<file path="config.mk">
export PLATFORM = sky130hd
export DESIGN_NAME = fwd_hazard_unit
export DESIGN_NICKNAME = d
export VERILOG_FILES = /design/src/rtl/fwd_hazard_unit.sv
export SDC_FILE = /design/constraint.sdc
export NUM_CORES = 1
export LEC_CHECK = 0
export ABC_AREA = 1
export CAP_MARGIN = 10
export CORE_MARGIN = 4
export CORE_UTILIZATION = 40
export DETAILED_ROUTE_END_ITERATION = 7
export GPL_TIMING_DRIVEN = 0
export PLACE_DENSITY = 0.66
export SYNTH_ARGS = -nofsm -noshare
export SYNTH_HDL_FRONTEND = slang
export SYNTH_SLANG_ARGS = --single-unit
export TNS_END_PERCENT = 50
</file>
<file path="constraint.sdc">
create_clock -name clk -period 2 [get_ports clk]
set_clock_uncertainty 0.2 [all_clocks]
set_input_delay 0.2 -clock clk [delete_from_list [all_inputs] [get_ports clk]]
set_output_delay 0.2 -clock clk [all_outputs]
set_load 0.03 [all_outputs]
</file>
<file path="src/rtl/fwd_hazard_unit.sv">
// EX-stage forwarding select generator and load-use / branch hazard control.
// Ports:
//   clk, rst_n            clock and async active-low reset
//   id_*                  decoded ID-stage instruction fields
//   branch_taken          EX resolved a taken branch/jump (flush request)
//   cnt_clr               synchronous clear of both performance counters
//   ForwardA, ForwardB    registered EX operand selects:
//                         2'b00 from_Reg, 2'b10 from_ex_mem, 2'b01 from_mem_wb
//   pc_write, if_id_write front-end hold controls (low during a load-use stall)
//   if_id_flush           IF/ID loads a NOP
//   id_ex_bubble          ID/EX loads a bubble
//   stall_count           saturating count of load-use stall cycles
//   flush_count           saturating count of flush cycles

module fwd_hazard_unit #(
    parameter int REG_AW = 5,
    parameter int CNT_W  = 16
) (
    input  logic              clk,
    input  logic              rst_n,
    input  logic              id_valid,
    input  logic [REG_AW-1:0] id_rs1,
    input  logic [REG_AW-1:0] id_rs2,
    input  logic              id_uses_rs1,
    input  logic              id_uses_rs2,
    input  logic [REG_AW-1:0] id_rd,
    input  logic              id_reg_write,
    input  logic              id_is_load,
    input  logic              branch_taken,
    input  logic              cnt_clr,
    output logic [1:0]        ForwardA,
    output logic [1:0]        ForwardB,
    output logic              pc_write,
    output logic              if_id_write,
    output logic              if_id_flush,
    output logic              id_ex_bubble,
    output logic [CNT_W-1:0]  stall_count,
    output logic [CNT_W-1:0]  flush_count
);

    localparam logic [1:0] FWD_REG    = 2'b00;
    localparam logic [1:0] FWD_MEM_WB = 2'b01;
    localparam logic [1:0] FWD_EX_MEM = 2'b10;

    localparam logic [CNT_W-1:0] CNT_MAX = '1;

    // Shadow destination metadata for EX, MEM and WB.
    logic              ex_valid_q, ex_valid_d;
    logic [REG_AW-1:0] ex_rd_q, ex_rd_d;
    logic              ex_wr_q, ex_wr_d;
    logic              ex_load_q, ex_load_d;

    logic              mem_valid_q, mem_valid_d;
    logic [REG_AW-1:0] mem_rd_q, mem_rd_d;
    logic              mem_wr_q, mem_wr_d;
    logic              mem_load_q, mem_load_d;

    logic              wb_valid_q, wb_valid_d;
    logic [REG_AW-1:0] wb_rd_q, wb_rd_d;
    logic              wb_wr_q, wb_wr_d;
    logic              wb_load_q, wb_load_d;

    logic [1:0]        fwd_a_q, fwd_a_d;
    logic [1:0]        fwd_b_q, fwd_b_d;

    logic [CNT_W-1:0]  stall_cnt_q, stall_cnt_d;
    logic [CNT_W-1:0]  flush_cnt_q, flush_cnt_d;

    logic              stall;
    logic              flush;
    logic              bubble;
    logic              load_hit_rs1;
    logic              load_hit_rs2;

    // WB metadata is tracked for completeness of the shadow pipeline;
    // forwarding only needs EX and MEM, so nothing reads it here.
    logic              wb_unused;
    assign wb_unused = ^{wb_valid_q, wb_rd_q, wb_wr_q, wb_load_q,
                         mem_load_q};

    function automatic logic stage_match(
        input logic              v,
        input logic              wr,
        input logic [REG_AW-1:0] rd,
        input logic [REG_AW-1:0] r
    );
        return v & wr & (rd != '0) & (rd == r);
    endfunction

    function automatic logic [1:0] fwd_select(
        input logic              kill,
        input logic              use_r,
        input logic [REG_AW-1:0] r,
        input logic              exv,
        input logic              exw,
        input logic [REG_AW-1:0] exd,
        input logic              mmv,
        input logic              mmw,
        input logic [REG_AW-1:0] mmd
    );
        logic [1:0] sel;
        sel = FWD_REG;
        if (kill || !use_r) begin
            sel = FWD_REG;
        end else if (stage_match(exv, exw, exd, r)) begin
            sel = FWD_EX_MEM;
        end else if (stage_match(mmv, mmw, mmd, r)) begin
            sel = FWD_MEM_WB;
        end
        return sel;
    endfunction

    // Hazard detection and front-end control.
    always_comb begin
        load_hit_rs1 = ex_valid_q & ex_load_q & (ex_rd_q != '0) &
                       id_uses_rs1 & (id_rs1 == ex_rd_q);
        load_hit_rs2 = ex_valid_q & ex_load_q & (ex_rd_q != '0) &
                       id_uses_rs2 & (id_rs2 == ex_rd_q);
        stall        = id_valid & (load_hit_rs1 | load_hit_rs2);
        flush        = branch_taken;
        bubble       = stall | flush;
        pc_write     = ~(stall & ~flush);
        if_id_write  = ~(stall & ~flush);
        if_id_flush  = flush;
        id_ex_bubble = bubble;
    end

    // Shadow pipeline advance; an invalid ID slot enters EX as a bubble.
    always_comb begin
        ex_valid_d  = id_valid & ~bubble;
        ex_rd_d     = id_rd;
        ex_wr_d     = id_reg_write;
        ex_load_d   = id_is_load;

        mem_valid_d = ex_valid_q;
        mem_rd_d    = ex_rd_q;
        mem_wr_d    = ex_wr_q;
        mem_load_d  = ex_load_q;

        wb_valid_d  = mem_valid_q;
        wb_rd_d     = mem_rd_q;
        wb_wr_d     = mem_wr_q;
        wb_load_d   = mem_load_q;
    end

    // Selects for the instruction about to enter EX. A load in EX that
    // matches always stalls, so it never reaches the EX-match branch here.
    always_comb begin
        fwd_a_d = fwd_select(bubble | ~id_valid, id_uses_rs1, id_rs1,
                             ex_valid_q, ex_wr_q, ex_rd_q,
                             mem_valid_q, mem_wr_q, mem_rd_q);
        fwd_b_d = fwd_select(bubble | ~id_valid, id_uses_rs2, id_rs2,
                             ex_valid_q, ex_wr_q, ex_rd_q,
                             mem_valid_q, mem_wr_q, mem_rd_q);
    end

    // Saturating counters; clear wins over increment.
    always_comb begin
        stall_cnt_d = stall_cnt_q;
        flush_cnt_d = flush_cnt_q;
        if (cnt_clr) begin
            stall_cnt_d = '0;
            flush_cnt_d = '0;
        end else begin
            if (stall && !flush && stall_cnt_q != CNT_MAX) begin
                stall_cnt_d = stall_cnt_q + 1'b1;
            end
            if (flush && flush_cnt_q != CNT_MAX) begin
                flush_cnt_d = flush_cnt_q + 1'b1;
            end
        end
    end

    always_ff @(posedge clk or negedge rst_n) begin
        if (!rst_n) begin
            ex_valid_q  <= 1'b0;
            ex_rd_q     <= '0;
            ex_wr_q     <= 1'b0;
            ex_load_q   <= 1'b0;
            mem_valid_q <= 1'b0;
            mem_rd_q    <= '0;
            mem_wr_q    <= 1'b0;
            mem_load_q  <= 1'b0;
            wb_valid_q  <= 1'b0;
            wb_rd_q     <= '0;
            wb_wr_q     <= 1'b0;
            wb_load_q   <= 1'b0;
            fwd_a_q     <= FWD_REG;
            fwd_b_q     <= FWD_REG;
            stall_cnt_q <= '0;
            flush_cnt_q <= '0;
        end else begin
            ex_valid_q  <= ex_valid_d;
            ex_rd_q     <= ex_rd_d;
            ex_wr_q     <= ex_wr_d;
            ex_load_q   <= ex_load_d;
            mem_valid_q <= mem_valid_d;
            mem_rd_q    <= mem_rd_d;
            mem_wr_q    <= mem_wr_d;
            mem_load_q  <= mem_load_d;
            wb_valid_q  <= wb_valid_d;
            wb_rd_q     <= wb_rd_d;
            wb_wr_q     <= wb_wr_d;
            wb_load_q   <= wb_load_d;
            fwd_a_q     <= fwd_a_d;
            fwd_b_q     <= fwd_b_d;
            stall_cnt_q <= stall_cnt_d;
            flush_cnt_q <= flush_cnt_d;
        end
    end

    assign ForwardA    = fwd_a_q;
    assign ForwardB    = fwd_b_q;
    assign stall_count = stall_cnt_q;
    assign flush_count = flush_cnt_q;

endmodule

</file>
==> metrics <==
fraction of synthesized area in multiplexers=0; via count=between 2,000 and 3,000; average via count per standard cell=between 4 and 5; DRT Wirelength=7390 um; Post-Synth XOR/XNOR Area=0.0672; clock tree from TritonCTS=built; cells along the critical path=clkdlybuf4s50_1 -> inv_1 -> nand2_1 -> nand2_2 -> nor2_4 -> nand4_1 -> nand2_2 -> nand3_2 -> buf_6 -> buf_6; Clock Sinks=51; starting density of the core=0.417; first-pass GRT wire length=roughly 12,000 um; standard-cell row count=30; placed cell count=between 500 and 600; initial detailed-routing violation count=127; library cell contributing the largest single delay on the critical path=clkdlybuf4s50_1; Synth Flop Type=dfrtp_1; number of enable-type register cells in the synthesized netlist=0; buffer depth of the longest clock path=2; synthesized area=roughly 2900 um2; required time of the critical path=between 1500 and 2000 ps; Clock Root Buffer=clkbuf_8; DRT antenna net count=0; Overflow after GRT=0; CTS HTree Levels=2; residual DRC count=0; register area share after synthesis=0.445; area fraction in compound gates after synthesis=0.0454; Placeable Area=about 6900 um2; crit path capture type=output pin; NumNets Final=approximately 490; final RePlAce weighted congestion=between 0.8 and 0.9; footprint of the multi-input gates=~1400 um2; maximum number of pins on one net before global-route repair=40; Adder-Cell Fraction of Synth Area=0.00873; Worst Max-Slew Pin Slew=about 540 ps; number of failing setup endpoints in the final timing report=1; mean post-synth cell area=7.54 um2; layout-stage area growth over the synthesis result=36.6%; post-synth cell types=28; failing checks=setup timing; worst rel slew slack=0.643; Warnings, synthesis=0; number of antenna repair diodes=0; RSZ-0062 raised after global routing=yes; via count of the first global-routing pass=2,654; fraction of layout instances using a drive strength above 1=0.161; height of the chip=~93 um; number of max-slew violations in the final report=0; power per unit of standard cell area=approximately 550 nW/um2; critical-path maximum fanout=3; final non-filler cell total=about 560; number of search-and-repair iterations in the first detailed-routing pass=4; Syn Nets=between 400 and 500; final cycle utilization of the critical path=1.00; register clock-pin slew on the reported worst setup and hold paths=~90 ps; number of filler instances in the final layout=approximately 680; Skew-Pair Late Insertion Delay=between 300 and 400 ps; HPWL after DPL=5410 um; horizontal extent of the die=just over 90 um; final hold violations=0; type of the most critical hold path=in2async; count of mapped cells out of synthesis=380; flip-flop and latch area=between 1000 and 1500 um2; worst setup timing slack at the placement stage=-593 ps; proportion of register bits with asynchronous set or reset after synthesis=1.00; stage delay of the slowest cell on the critical path=about 530 ps; gr usage total=0.176; Routed wire per std cell=around 13 um; start-to-end type of the worst setup path=in2out; worst IR drop on VDD=between 0.0002 and 0.0003 V; number of clock buffers inserted by TritonCTS=5; startpoint type of the worst setup path=input pin; reg2reg setup slack=~50 ps; total I/O pin count=64; buffers added on ports=62; minimum setup slack in the final design=-9.41 ps; arrival time at the worst endpoint=1610 ps; shortest clock period the worst path allows after layout=around 2000 ps; maximum clock frequency=between 0.4 and 0.5 GHz; number of antenna violations at the first check in global routing=0; count of maximum capacitance violations=0; number of register bits inferred by synthesis=a little over 50; P_leak=between 1.5 and 2 nW; simple-gate share of the synthesized area=0.357; result of the run=finished, violations left; main combinational cell family by area after synthesis=simple AND/OR/NAND/NOR gates; area enclosed by the die boundary=8580 um2
[cells in the mapped netlist, types with 2 or more instances]
master	instances	area (um2)
o22ai_1	2	12.5
ha_1	2	25.0
nand4_1	12	75.1
dfrtp_1	51	1280
a21oi_1	8	40.0
nor2_1	51	191
o31ai_1	2	15.0
xnor2_1	14	123
o21ai_0	8	40.0
buf_4	2	15.0
xor2_1	8	70.1
nand3_1	34	170
a211oi_1	2	15.0
or2_2	2	12.5
nor2_4	2	22.5
nand2_2	4	25.0
nand2_1	107	402
inv_1	43	161
nor3_1	12	60.1
clkbuf_1	5	18.8
buf_6	2	22.5
[cells by family (layout without fill, tap and decap cells)]
| kind of cell | Yosys count | count (layout) |
|---|---|---|
| AND/OR/NAND/NOR | 230 | 230 |
| buffers and inverters | 52 | 133 |
| AO/OA/AOI/OAI | 23 | 23 |
| XOR/XNOR | 22 | 22 |
| flip-flops | 51 | 51 |
| adder cells (fa/ha/maj) | 2 | 2 |
[registers in the layout (all words and copies together) (netlist names)]
register,cells
ForwardA,2
ForwardB,2
ex_load_q,1
ex_rd_q,5
ex_valid_q,1
ex_wr_q,1
flush_count,16
mem_rd_q,5
mem_valid_q,1
mem_wr_q,1
stall_count,16
[per-stage QoR]
stage	hold WS, ps	utilization	setup TNS [ps]	cell area, um2	power (mW)
CTS	106	0.549	-68.7	3770	2.14
floorplan	-296	-	0	2870	1.24
global route	110	0.570	-1230	3910	2.24
global placement	165	0.525	-59680	3610	1.37
finish	118	0.570	-9.41	3910	2.13
detailed placement	-79.2	0.527	-5070	3620	1.38
[layout by cell type, fill, tap and decap left out, types with 2 or more instances in the layout]
master,count
a211oi_1,2
a21oi_1,8
buf_4,11
buf_6,4
clkbuf_1,5
clkbuf_8,6
clkdlybuf4s50_1,54
dfrtp_1,39
dfrtp_2,12
dlymetal6s2s_1,2
ha_2,2
inv_1,38
inv_2,5
nand2_1,103
nand2_2,7
nand2_4,2
nand3_1,32
nand3_2,2
nand4_1,12
nor2_1,43
nor2_2,7
nor2_4,4
nor3_1,11
o21ai_0,8
o22ai_1,2
o31ai_1,2
or2_2,2
xnor2_1,13
xor2_1,8
[critical path: cells and delay by family]
kind	cells	cell delay, ps
simple gates	6	570
buf+inv	4	830
[layer usage]
metal,vias up,global-route usage,part of all wire
met1,1290,0.231,0.46
met2,71,0.295,0.47
li1,1370,-,-
met3,9,0.0398,0.059
met5,-,0,0
met4,0,0.0415,0.014
[timing repair]
action,in CTS,in global routing
buffers inserted,2,7
endpoints found under the hold margin,51,0
cloned,0,0
gates resized for setup,27,37
hold buffers,1,0
setup endpoints to repair,14,31
pin swaps,4,9
[worst paths after layout]
check	from	endpoint	depth (start not counted)
min in group clk	id_is_load	ex_load_q	1
worst min-delay path	rst_n	ex_rd_q[3]	2
worst min register to register	ex_wr_q	mem_wr_q	0
worst max register to register	ex_rd_q[3]	stall_count[5]	11
worst max-delay path	id_rs1[0]	pc_write	10
max in group asynchronous	rst_n	flush_count[0]	3
[report_power, final]
part,total [mW],switching [mW],internal [mW]
clock network,0.744,0.339,0.405
registers,1.09,0.0332,1.06
logic,0.297,0.166,0.131
[layout make-up]
cell class	count	share of cell area
Buffer	9	0.0163
Clock buffer	6	0.0211
Clock inverter	2	0.00895
Inverter	43	0.0413
Multi-Input combinational cell	277	0.369
Sequential cell	51	0.330
Tap cell	96	0.0307
Timing Repair Buffer	73	0.183
(Power assumes the default switching activity.)
